`config.mk`:
```
export PLATFORM = sky130hd
export DESIGN_NAME = route_sequencer
export DESIGN_NICKNAME = d
export VERILOG_FILES = /design/src/rtl/route_sequencer.sv
export SDC_FILE = /design/constraint.sdc
export NUM_CORES = 1
export LEC_CHECK = 0
export ABC_AREA = 1
export CAP_MARGIN = 20
export CORE_ASPECT_RATIO = 1.75
export CORE_MARGIN = 3
export CORE_UTILIZATION = 54
export DETAILED_ROUTE_END_ITERATION = 6
export PLACE_DENSITY = 0.74
export SYNTH_ARGS = -nofsm -noshare
export SYNTH_HDL_FRONTEND = slang
export SYNTH_SLANG_ARGS = --single-unit
```
`constraint.sdc`:
```
create_clock -name clk -period 5.9 [get_ports clk]
set_input_delay 0.885 -clock clk [delete_from_list [all_inputs] [get_ports clk]]
set_output_delay 0.885 -clock clk [all_outputs]
set_load 0.05 [all_outputs]
```
`src/rtl/route_sequencer.sv`:
```
// rtl/route_sequencer.sv - junction-driven route playback sequencer
// Steps through a programmed move list, one move per debounced junction.
module route_sequencer #(
  parameter int DEBOUNCE = 4,
  parameter int TIMEOUT  = 150_000_000
) (
  input  logic       clk,
  input  logic       rst,
  input  logic       progWe,
  input  logic [3:0] progAddr,
  input  logic [2:0] progData,
  input  logic [4:0] routeLen,
  input  logic       start,
  input  logic       abort,
  input  logic       jncDetect,
  input  logic       jncDone,
  input  logic       colDetect,
  output logic [2:0] tdDir,
  output logic       moveValid,
  output logic [3:0] routeIdx,
  output logic       busy,
  output logic       routeDone,
  output logic       fault
);

  // Timer width follows TIMEOUT so the default cycle count is representable.
  localparam int TW = $clog2(TIMEOUT + 1);

  typedef enum logic [2:0] {S_IDLE, S_WAIT_JNC, S_WAIT_DONE, S_DONE, S_FAULT} state_t;

  state_t        r_state, w_nxt_state;
  logic [2:0]    r_mem [16];
  logic [7:0]    r_deb, w_nxt_deb;
  logic [TW-1:0] r_tmr, w_nxt_tmr;
  logic [4:0]    r_len, w_nxt_len;
  logic [3:0]    r_idx, w_nxt_idx;
  logic [2:0]    r_td, w_nxt_td;
  logic          r_mv, w_nxt_mv;
  logic          r_busy, r_done, r_fault;

  logic [2:0] w_code;
  logic       w_qual, w_deb_hit, w_last, w_tmo, w_code_ok, w_len_ok;

  assign w_code    = r_mem[r_idx];
  assign w_qual    = jncDetect & colDetect;
  assign w_deb_hit = w_qual && (r_deb == 8'(DEBOUNCE - 1));
  assign w_last    = ({1'b0, r_idx} == (r_len - 5'd1));
  assign w_tmo     = colDetect && (r_tmr == TW'(TIMEOUT - 1));
  assign w_code_ok = (w_code != 3'd0) && (w_code <= 3'd4);
  assign w_len_ok  = (routeLen != 5'd0) && (routeLen <= 5'd16);

  // Route memory keeps its contents across reset so a route can be replayed.
  always_ff @(posedge clk) begin
    if (progWe && r_state == S_IDLE)
      r_mem[progAddr] <= progData;
  end

  always_ff @(posedge clk or posedge rst) begin
    if (rst) begin
      r_state <= S_IDLE;
      r_deb   <= '0;
      r_tmr   <= '0;
      r_len   <= '0;
      r_idx   <= '0;
      r_td    <= '0;
      r_mv    <= 1'b0;
      r_busy  <= 1'b0;
      r_done  <= 1'b0;
      r_fault <= 1'b0;
    end else begin
      r_state <= w_nxt_state;
      r_deb   <= w_nxt_deb;
      r_tmr   <= w_nxt_tmr;
      r_len   <= w_nxt_len;
      r_idx   <= w_nxt_idx;
      r_td    <= w_nxt_td;
      r_mv    <= w_nxt_mv;
      r_busy  <= (w_nxt_state == S_WAIT_JNC) || (w_nxt_state == S_WAIT_DONE);
      r_done  <= (w_nxt_state == S_DONE);
      r_fault <= (w_nxt_state == S_FAULT);
    end
  end

  always_comb begin
    w_nxt_state = r_state;
    case (r_state)
      S_IDLE:
        if (start) w_nxt_state = w_len_ok ? S_WAIT_JNC : S_DONE;
      S_WAIT_JNC:
        if (w_deb_hit) begin
          if (w_code_ok)           w_nxt_state = S_WAIT_DONE;
          else if (w_code == 3'd0) w_nxt_state = S_DONE;
          else                     w_nxt_state = S_FAULT;
        end
      S_WAIT_DONE:
        if (jncDone)    w_nxt_state = w_last ? S_DONE : S_WAIT_JNC;
        else if (w_tmo) w_nxt_state = S_FAULT;
      default: w_nxt_state = r_state;
    endcase
    if (abort) w_nxt_state = S_IDLE;
  end

  always_comb begin
    w_nxt_deb = r_deb;
    w_nxt_tmr = r_tmr;
    w_nxt_len = r_len;
    w_nxt_idx = r_idx;
    w_nxt_td  = r_td;
    w_nxt_mv  = 1'b0;
    case (r_state)
      S_IDLE:
        if (start) begin
          w_nxt_len = routeLen;
          w_nxt_idx = '0;
          w_nxt_deb = '0;
          w_nxt_td  = '0;
        end
      S_WAIT_JNC: begin
        w_nxt_deb = w_qual ? r_deb + 8'd1 : 8'd0;
        if (w_deb_hit) begin
          w_nxt_deb = '0;
          w_nxt_tmr = '0;
          w_nxt_td  = w_code_ok ? w_code : 3'd0;
          w_nxt_mv  = w_code_ok;
        end
      end
      S_WAIT_DONE: begin
        if (colDetect) w_nxt_tmr = r_tmr + TW'(1);
        if (jncDone) begin
          w_nxt_td  = '0;
          w_nxt_deb = '0;
          if (!w_last) w_nxt_idx = r_idx + 4'd1;
        end else if (w_tmo) begin
          w_nxt_td = '0;
        end
      end
      default: ;
    endcase
    if (abort) begin
      w_nxt_td  = '0;
      w_nxt_idx = '0;
      w_nxt_deb = '0;
      w_nxt_tmr = '0;
      w_nxt_mv  = 1'b0;
    end
  end

  assign tdDir     = r_td;
  assign moveValid = r_mv;
  assign routeIdx  = r_idx;
  assign busy      = r_busy;
  assign routeDone = r_done;
  assign fault     = r_fault;

endmodule

```
# Yosys cells after proc, flatten, opt, wreduce, memory -nomap -nowiden
# Memory sizes are Yosys's and may differ from the RTL's.
# Cells that the tools add are included.
# classes
n_mux	37
reduce_logical	18
bitwise_logic	1
order_cmp	2
addsub	4
n_eq_ne	15
# op_table
operator	n
$mux W28	3
$pmux W28 S2	1
$mux W8	5
$mux W3	13
$add A28 B1 Y28 const B	1
$eq A28 B28 Y1 const B	1
$pmux W8 S3	1
$pmux W3 S3	2
$mux W4	4
$ne A3 B3 Y1 const B	5
$eq A3 B2 Y1 const B	3
$reduce_bool A3 Y1	3
$add A8 B1 Y8 const B	1
$eq A8 B2 Y1 const B	1
$pmux W4 S2	1
$reduce_and A4 Y1	2
$eq A3 B1 Y1 const B	2
$logic_not A3 Y1	2
$reduce_and A3 Y1	2
$eq A4 B5 Y1	1
$le A5 B5 Y1 const B	1
$logic_and A1 B1 Y1	5
$mux W1	5
$reduce_bool A5 Y1	1
other kinds (10)	11
# word_totals
reg_bits	55
mem_count	1
ramBits	48
elab_cells	88
# memory_table
memory	words	width	read_ports	rd_ports_with_merged_regs	wr	line_no	source
r_mem	16	3	1	0	1	32	logic [2:0] r_mem [16];

# Longest topological paths before layout
# An unclocked memory read counts as a cell.
# logic_depth
depth_word	9
ltp_mapped	17
depth_no_buf	17

# Worst setup path after synthesis
# OpenSTA, ideal clock, no wires.
# synth_path
kind	flip-flop to flip-flop
start	register r_idx[0] (netlist: routeIdx[0])
end	register r_busy (netlist: busy)
slack_ns	3.298
stages_incl_launch_ff	17
t_arrival_ns	2.485
required_ns	5.783
setup_time_ns	0.117
path_cell_list	dfrtp_1 -> inv_1 -> buf_2 -> o21ai_0 -> o211ai_1 -> nand3_1 -> nand2_1 -> nor2_1 -> inv_1 -> ha_1 -> or2_0 -> nor2_1 -> nor2_1 -> nand3_1 -> nand2_1 -> nand3_1 -> nand2_1
# synth_between
elab_chain_len	9
word_cells_on_any_way	16
cone_classes	order compare (1); eq/ne (3); mux (7); reduce/logical (4); memory (1)
# synth_rtl
element	line_no	source
start: declaration	36	logic [3:0] r_idx, w_nxt_idx;
start signal: assignment	75	r_idx <= w_nxt_idx;
$mem_v2 Z16 W3	n/a	
$le A3 B3 Y1 (tied with other cells)	49	assign w_code_ok = (w_code != 3'd0) && (w_code <= 3'd4);
$logic_and A1 B1 Y1 / $mux W3 (equally long branches)	49, 92	
$mux W3	91	if (w_code_ok) w_nxt_state = S_WAIT_DONE;
$mux W3	90	if (w_deb_hit) begin
$pmux W3 S3 (*)	86	case (r_state)
$mux W3 (*)	100	if (abort) w_nxt_state = S_IDLE;
$eq A3 B1 Y1 / $eq A3 B2 Y1 (equally long branches)	78	r_busy <= (w_nxt_state == S_WAIT_JNC) || (w_nxt_state == S_WAIT_DONE);
$logic_or A1 B1 Y1 (*)	78	
end signal: assignment	78	
end: declaration	39	logic r_busy, r_done, r_fault;
# Mark *: on every way between the ends. The rest lies on a longest branch, timed or not.
# A chain may end at the register's enable or synchronous reset.

# Worst setup path after layout
# Same ends and word-level chain as after synthesis.

==> reports/summary.txt <==
gr ovfl total: 0
initial antenna violation count: 0
most common cell after layout, fill and taps aside: nand2_1
postcts setup bufs: 0
HPWL after DPL: 10.6 mm
CP endpoint kind: flip-flop
status: completed
asr flop ratio synth: 53.4%
Die Footprint: 0.0119 mm^2
vias per inst: 5.71
# setup viols final: 0
Final period util: 59.2%
layout cells sized above 1: 5.31%
Synth Area per Inst: 7.90 um^2
Cell Pwr Density: 317 mW/mm^2
grt met3 use: 4.63%
GPL Wtd Cong: 0.971
CORE AREA: 0.0103 mm^2
Critical Path RT: 6.14 ns
fin cells: 880
CP arrival: 3.73 ns
reg2reg start: routeIdx[0]
Synth area leaders: edfxtp_1 25%, dfrtp_1 24%, nand2_1 12%, nor2_1 7.8%, nand3_1 5.6%
Rows: 49
placed cells: 864
CTS tree: built
syn_nets: 750
worst setup path category: reg2reg
measured slew at the worst slew-check pin: 0.885 ns
final wirelength: 14.3 mm
Fill cells: 879
final hold vios: 0
commonest non-fill, non-tap cells in the layout: 182 x nand2_1, 119 x nor2_1, 73 x inv_1, 64 x nand3_1, 55 x dfrtp_1
Pre-Repair DR Iteration Count: 6
met2 Track Usage GR: 47.8%
crit path launch type: flip-flop
Post-CTS Resized: 0
share of the synthesized area in the top cell type: 25.3%
post-place setup slack: 2.48 ns
Hold Path Sink: tdDir[2]
number of enable flip-flop cells after synthesis: 48
CTS buffer count: 9
hold_buf cts: 0
yosys warns: 0
Mapped Cells: 722
Lkg Pwr: 2.60 nW
CTS Buffer Depth: 2
R2R Setup Slk: 2.41 ns
initial DRC count: 364
IO Pins: 31
diodes inserted: 0
post-synthesis sequential area ratio: 49.4%
Layout Area Growth over Synthesis: 12.6%
mapped cell area: 0.00570 mm^2
Final Max Slew Viols: 0
Reg-to-Reg End: busy
Root Driver: clkbuf_16
GRT Util Overall: 25.0%
Vias: 5029
Slew HR: 41.0%
Initial Util: 55.4%
Fmax: 0.286 GHz
Peak supply drop: 0.000286 V
HP Start: tdDir[2]
DRC: 0
H-Tree Level Count: 3
Final Critical Period: 3.49 ns
Primary FF master, synth: dfrtp_1
clk slew on worst S/H paths: 0.07 ns
crit path max fanout: 33
vias in the first global route: 5085
ANT nets after route: 0
first-pass GRT wire length: 23.5 mm
port bufs: 30
max_cap viols: 0
Worst-Skew Late Latency: 0.35 ns
nets: 776
Netlist cell types: 43
cells on worst reg2reg path: 17
GR peak layer: met2
setup TNS: 0 ns
hold path depth: 2
die height: 142 um
number of clock sinks: 103
die width: 83.7 um
RSZ-0062 raised after global routing: false
met1 Usage GRT: 24.5%
setup ws final: 2.41 ns
post-DR wirelength/cell: 16.2 um
HP Class: reg2reg
Layout Skew: 0.00868 ns
largest net degree at the start of global routing: 56
Yosys top cell by area: edfxtp_1
Synth Register Bits: 103
[worst max-delay path, cell delays in order (launching register included)]
cell      delay (ns)
dfrtp_1         0.92
inv_1           0.57
nor2_1          0.20
nor2_1          0.05
o21ai_0         0.10
o211ai_1        0.13
nand3_1         0.10
nand2_1         0.07
nor2_1          0.21
inv_1           0.10
ha_1            0.20
or2_0           0.22
nor2_1          0.11
nor2_1          0.05
nand3_1         0.10
nand2_1         0.11
nand3_1         0.10
nand2_1         0.05
[stage by stage]
step           hold slack, ns  instance area [um^2]  power (mW)  util [%]
6_report                0.500                  6420        2.03      62.3
2_1_floorplan           0.471                  5700        1.24         -
5_1_grt                 0.544                  6420        2.15      62.3
3_3_place_gp            0.484                  6080        1.35      59.1
3_5_place_dp            0.493                  6080        1.36      59.1
4_1_cts                 0.510                  6420        2.04      62.3
[power breakdown]
part	leakage, nW	internal [mW]	total, mW	switching, mW
Sequential	1.19	0.788	0.844	0.0555
Combinational	1.25	0.155	0.507	0.352
Clock	0.160	0.417	0.684	0.267
[flip-flops by register name (all words and copies together) (netlist names)]
| signal | cells |
|---|---|
| busy | 1 |
| tdDir | 3 |
| routeDone | 1 |
| routeIdx | 4 |
| r_deb | 8 |
| moveValid | 1 |
| r_len | 5 |
| r_tmr | 28 |
| fault | 1 |
| r_mem | 48 |
| r_state | 3 |
[how the worst max path moves through the flow]
stage	startpoint	end	slack [ns]	cells past startpoint
finish	routeIdx[0]	busy	2.41	17
global route	routeIdx[0]	routeDone	1.87	17
CTS	routeIdx[0]	busy	2.40	17
detailed placement	routeIdx[0]	busy	2.48	15
global placement	routeIdx[0]	busy	2.58	17
floorplan	routeIdx[0]	busy	3.30	16
[cell families after synthesis]
group,synth area share (%)
flops,49.4
xor+xnor,1.23
fa+ha+maj,1.75
compound gates,9.12
simple gates,31.5
buf+inv,7.02
[per-layer routing]
metal | wire (um) | vias to the layer above
li1 | - | 2424
met1 | 5100 | 2387
met2 | 7840 | 164
met3 | 511 | 54
met4 | 805 | 0
met5 | 0 | -
[synth_stat cells (3+ instances only)]
| cell | n |
|---|---|
| inv_1 | 74 |
| edfxtp_1 | 48 |
| buf_2 | 8 |
| nor3_2 | 3 |
| a21oi_1 | 34 |
| dfrtp_1 | 55 |
| nor2_1 | 119 |
| xor2_1 | 8 |
| clkbuf_1 | 5 |
| ha_1 | 8 |
| a31oi_1 | 3 |
| nand3_1 | 64 |
| inv_2 | 5 |
| o21ai_1 | 3 |
| nor3_1 | 21 |
| nand2_1 | 182 |
| nand2_2 | 3 |
| o211ai_1 | 10 |
| o21ai_0 | 35 |
| nand4_1 | 6 |
[final cells by class]
class                           instances  area [um^2]  share of cell area [%]
Inverter                               81          312                    4.85
Sequential cell                       103         2820                    43.9
Multi-Input combinational cell        522         2490                    38.7
Tap cell                              127          159                    2.47
Clock buffer                           11          233                    3.62
Clock inverter                          5          106                    1.66
Timing Repair Buffer                   31          308                    4.79
No activity file was read; power rests on OpenSTA's default activity.
